**config.mk**
```make
export PLATFORM = sky130hd
export DESIGN_NAME = sw_debounce
export DESIGN_NICKNAME = d
export VERILOG_FILES = /design/src/rtl/sw_debounce.sv
export SDC_FILE = /design/constraint.sdc
export NUM_CORES = 1
export LEC_CHECK = 0
export CAP_MARGIN = 20
export CORE_MARGIN = 2
export CORE_UTILIZATION = 29
export CTS_CLUSTER_SIZE = 40
export DETAILED_ROUTE_END_ITERATION = 8
export PLACE_DENSITY = 0.55
export SYNTH_ARGS = -nofsm -noshare
export SYNTH_HDL_FRONTEND = slang
export SYNTH_SLANG_ARGS = --single-unit
```
**constraint.sdc**
```tcl
create_clock -name clk -period 3.2 [get_ports clk]
set_input_delay 0.64 -clock clk [delete_from_list [all_inputs] [get_ports clk]]
set_output_delay 0.64 -clock clk [all_outputs]
set_load 0.01 [all_outputs]
```
**src/rtl/sw_debounce.sv**
```systemverilog
// sw_debounce: two-flop synchronizer plus tick-paced debounce for the eight
// slide switches (filtered as one word) and the push button (press/release FSM).
//
// Ports:
//   clk      - system clock, the only clock
//   reset_n  - synchronous reset, active-low
//   sw       - raw slide switches, asynchronous to clk
//   btn      - raw push button, active-high, asynchronous
//   sw_db    - debounced switch word
//   sw_chg   - one-cycle pulse in the cycle sw_db takes a new value
//   btn_db   - debounced button level
//   btn_tick - one-cycle pulse on an accepted press (0->1 only)
module sw_debounce #(
  parameter int unsigned N            = 19,
  parameter int unsigned STABLE_TICKS = 2
) (
  input  logic       clk,
  input  logic       reset_n,
  input  logic [7:0] sw,
  input  logic       btn,
  output logic [7:0] sw_db,
  output logic       sw_chg,
  output logic       btn_db,
  output logic       btn_tick
);

  localparam int unsigned SW_W  = 8;
  localparam int unsigned CNT_W = 4;
  localparam logic [CNT_W-1:0] STABLE = CNT_W'(STABLE_TICKS);

  typedef enum logic [1:0] {
    ZERO  = 2'd0,
    WAIT1 = 2'd1,
    ONE   = 2'd2,
    WAIT0 = 2'd3
  } btn_state_t;

  logic [SW_W-1:0]  sw_m;
  logic [SW_W-1:0]  sw_s;
  logic             btn_m;
  logic             btn_s;
  logic [N-1:0]     q;
  logic             tick;
  logic [SW_W-1:0]  cand;
  logic [CNT_W-1:0] scnt;
  logic [CNT_W-1:0] scnt_inc;
  logic [CNT_W-1:0] bcnt;
  logic [CNT_W-1:0] bcnt_inc;
  btn_state_t       state;

  // Two-stage synchronizer, no logic between stages
  always_ff @(posedge clk) begin
    if (!reset_n) begin
      sw_m  <= '0;
      sw_s  <= '0;
      btn_m <= 1'b0;
      btn_s <= 1'b0;
    end else begin
      sw_m  <= sw;
      sw_s  <= sw_m;
      btn_m <= btn;
      btn_s <= btn_m;
    end
  end

  // Free-running sample-tick counter; wraps silently
  always_ff @(posedge clk) begin
    if (!reset_n) q <= '0;
    else          q <= q + N'(1);
  end

  assign tick     = &q;
  assign scnt_inc = scnt + CNT_W'(1);
  assign bcnt_inc = bcnt + CNT_W'(1);

  // Word-wide switch filter: any mismatch restarts the window and eats the tick
  always_ff @(posedge clk) begin
    if (!reset_n) begin
      cand   <= '0;
      scnt   <= '0;
      sw_db  <= '0;
      sw_chg <= 1'b0;
    end else begin
      sw_chg <= 1'b0;
      if (sw_s != cand) begin
        cand <= sw_s;
        scnt <= '0;
      end else if (tick && (scnt < STABLE)) begin
        scnt <= scnt_inc;
        // Accept only on the tick that completes the window, and only if new
        if ((scnt_inc == STABLE) && (cand != sw_db)) begin
          sw_db  <= cand;
          sw_chg <= 1'b1;
        end
      end
    end
  end

  // Button press/release FSM with registered level and press pulse
  always_ff @(posedge clk) begin
    if (!reset_n) begin
      state    <= ZERO;
      bcnt     <= '0;
      btn_db   <= 1'b0;
      btn_tick <= 1'b0;
    end else begin
      btn_tick <= 1'b0;
      case (state)
        ZERO: begin
          if (btn_s) begin
            state <= WAIT1;
            bcnt  <= '0;
          end
        end
        WAIT1: begin
          if (!btn_s) begin
            state <= ZERO;
          end else if (tick) begin
            bcnt <= bcnt_inc;
            if (bcnt_inc == STABLE) begin
              state    <= ONE;
              btn_db   <= 1'b1;
              btn_tick <= 1'b1;
            end
          end
        end
        ONE: begin
          if (!btn_s) begin
            state <= WAIT0;
            bcnt  <= '0;
          end
        end
        WAIT0: begin
          if (btn_s) begin
            state <= ONE;
          end else if (tick) begin
            bcnt <= bcnt_inc;
            if (bcnt_inc == STABLE) begin
              state  <= ZERO;
              btn_db <= 1'b0;
            end
          end
        end
        default: begin
          state  <= ZERO;
          btn_db <= 1'b0;
        end
      endcase
    end
  end

endmodule

```
==> key figures <==
Outcome
  • Status: finished clean

Yosys
  • Post-synthesis area per instance: 9.61 um2
  • Sequential area share after synthesis: 47.9%
  • Cells after synthesis: 287
  • Flops & latches, synth: 66
  • Yosys warning total: 0
  • Synth Cell Area: 2760 um2
  • Net Count, Synth: 303
  • Synth cell types: 42

Routing
  • Vias per cell: 4.47
  • Via count: 1987
  • Iter 0 DRT Violations: 116
  • Antenna-violating nets left: 0
  • Final WL: 5.25 mm
  • Drt drc: 0
  • Wire length per cell: 11.8 um
  • Drt pass-1 iters: 4

Setup path
  • Max stage delay on crit path: 570 ps
  • CP max stage cell: clkdlybuf4s50_1
  • Critical path data required time: 2560 ps
  • Setup CP Type: flop to output port
  • CP endpoint kind: output port
  • Cell breakdown of the critical path: clkdlybuf4s50_1
  • Startpoint Class: flop
  • Worst-path fanout max: 3
  • WP data arrival: 1340 ps
  • CP top delay family: buffers and inverters
  • CP bufs+invs: 1

CTS
  • Reg clk slew, reported paths: 80 ps
  • CTS Buffer Depth: 2
  • Clock H-tree levels: 3
  • Post-CTS Setup Bufs: 0
  • Post-CTS Hold Buffers: 0
  • CTS tree: built
  • Post-CTS sizing: 0
  • Worst skew pair latency: 360 ps
  • CTS buffer count: 9
  • Clk root buf: clkbuf_8
  • Clk sinks: 66

Global route
  • GR Util met1: 14.8%
  • M2 GR Usage: 16.0%
  • Global routing's busiest layer: met2
  • Initial antenna violation count: 0
  • Met3 Use GR: 3.59%
  • Largest net degree at the start of global routing: 33
  • Vias in the first global route: 1894
  • Global route overflow: 0
  • First-pass GRT wire length: 8.85 mm
  • Tot GR Track Use: 11.2%

Timing
  • Crit share post-route: 61.9%
  • Fin crit period: 1980 ps
  • Post-route setup TNS: 0 ps
  • Worst Hold Slack: 436 ps
  • Final Hold Viols: 0
  • Final clock skew: 9.90 ps
  • Max-slew violations: 0
  • Final setup viols: 0
  • Relative slew margins: 56.6%
  • Max frequency: 505 MHz
  • Worst Max-Slew Pin Slew: 650 ps
  • RSZ-0062 raised after global routing: no

Floorplan
  • Die height: 102 um
  • Die area: 10300 um2
  • # IOs: 22
  • Starting Density: 29.8%
  • Die width: 102 um
  • Core area: 9240 um2
  • Rows: 35

Power and ir drop
  • Cell Pwr Density: 502 nW/um2
  • Sw Pwr: 412 uW
  • Clock power frac: 44.3%
  • Sw frac: 24.8%
  • Cell Int Power: 1250 uW
  • Worst vdd ir: 273 uV
  • Comb power frac: 4.4%
  • Pleak: 0.00120 uW
  • Sequential share of power: 51.3%

Run
  • Max cap viols: 0

Final layout
  • Diodes inserted: 0
  • Synthesis-to-finish area growth: 19.9%
  • Most common cell after layout, fill and taps aside: dfxtp_1
  • Nets: 327
  • Share of layout cells above drive strength 1: 10.4%
  • Most frequent cells in the layout: dfxtp_1, and2_1, nor2_1

Placement
  • Dpl hpwl: 3.59 mm
  • Final Wtd Congestion: 0.762
  • Port bufs: 21

Min path
  • Worst hold path class: flop to flop
-- area by class of cell --
type	count	area, um2
clock buffer	9	124
timing repair buffer	23	225
multi-input combinational	205	1370
tap	129	161
clock inverter	7	85.1
inverter	6	22.5
sequential	66	1320
fill	939	5930
-- per-stage QoR --
| step | std cells | setup WS [ps] | util (%) | power (uW) | instance area, um2 |
|---|---|---|---|---|---|
| final | 445 | 1220 | 35.8 | 1660 | 3310 |
| after global routing | 445 | 1060 | 35.8 | 1730 | 3310 |
| after CTS | 445 | 1200 | 35.8 | 1690 | 3310 |
| after detailed placement | 429 | 1100 | 33.5 | 945 | 3100 |
| after global placement | 429 | 1150 | 33.5 | 944 | 3100 |
| after floorplan | 287 | 1540 | - | 915 | 2760 |
-- cells in the mapped netlist, drive strengths merged --
cell | number | share of area (%)
a211o | 1 | 0.32
a21bo | 1 | 0.36
a21boi | 1 | 0.27
a21oi | 14 | 2.5
a31oi | 2 | 0.45
a41o | 1 | 0.36
and2 | 31 | 7.0
and3 | 6 | 1.5
and4 | 3 | 1.0
buf | 2 | 0.59
clkbuf | 8 | 1.1
dfxtp | 66 | 48
ha | 5 | 2.3
inv | 6 | 0.82
mux2 | 1 | 0.41
mux2i | 1 | 0.36
nand2 | 16 | 2.2
nand2b | 1 | 0.23
nand3 | 10 | 1.8
nand3b | 4 | 1.1
nand4 | 16 | 4.9
nor2 | 27 | 3.7
nor3 | 7 | 1.9
nor4 | 5 | 1.6
o2111ai | 1 | 0.54
o21a | 1 | 0.27
o21ai | 11 | 2.0
o32ai | 1 | 0.32
or2 | 1 | 0.32
or3 | 1 | 0.41
xnor2 | 14 | 4.4
xor2 | 22 | 7.0
-- path summary, 6_finish.rpt --
| kind | from | endpoint | slack [ps] | depth (start not counted) |
|---|---|---|---|---|
| hold / removal | sw_m[5] | sw_s[5] | 440 | 1 |
| setup reg to reg | q[0] | sw_db[1] | 1260 | 6 |
| hold reg to reg | sw_m[5] | sw_s[5] | 440 | 1 |
| setup / recovery | sw_db[1] | sw_db[1] | 1220 | 1 |
-- power groups by stage --
stage | Combinational (uW) | Sequential [uW] | Clock [uW]
after detailed placement | 73.9 | 871 | 0
after global routing | 81.7 | 854 | 798
after CTS | 74.3 | 851 | 764
after global placement | 73.4 | 870 | 0
after floorplan | 47.2 | 868 | 0
final | 73.1 | 851 | 735
-- metal layers --
layer | up-vias | wire length [um]
met5 | - | 0
li1 | 1036 | -
met4 | 0 | 128
met2 | 31 | 2300
met1 | 908 | 2620
met3 | 12 | 206
-- kinds of logic after synthesis --
group / synth area share (%)
simple gates: 27.6
flops: 47.9
xor+xnor: 11.4
compound gates: 7.44
buf+inv: 2.54
fa+ha+maj: 2.27
mux: 0.771
-- flip-flops by register name, indices dropped and copies added, names as in the netlist, 4 cells and up, named ones only --
name,flops
sw_m,8
q,19
sw_db,8
scnt,4
sw_s,8
cand,8
bcnt,4
Note: power is estimated with default switching activity, not from simulation.
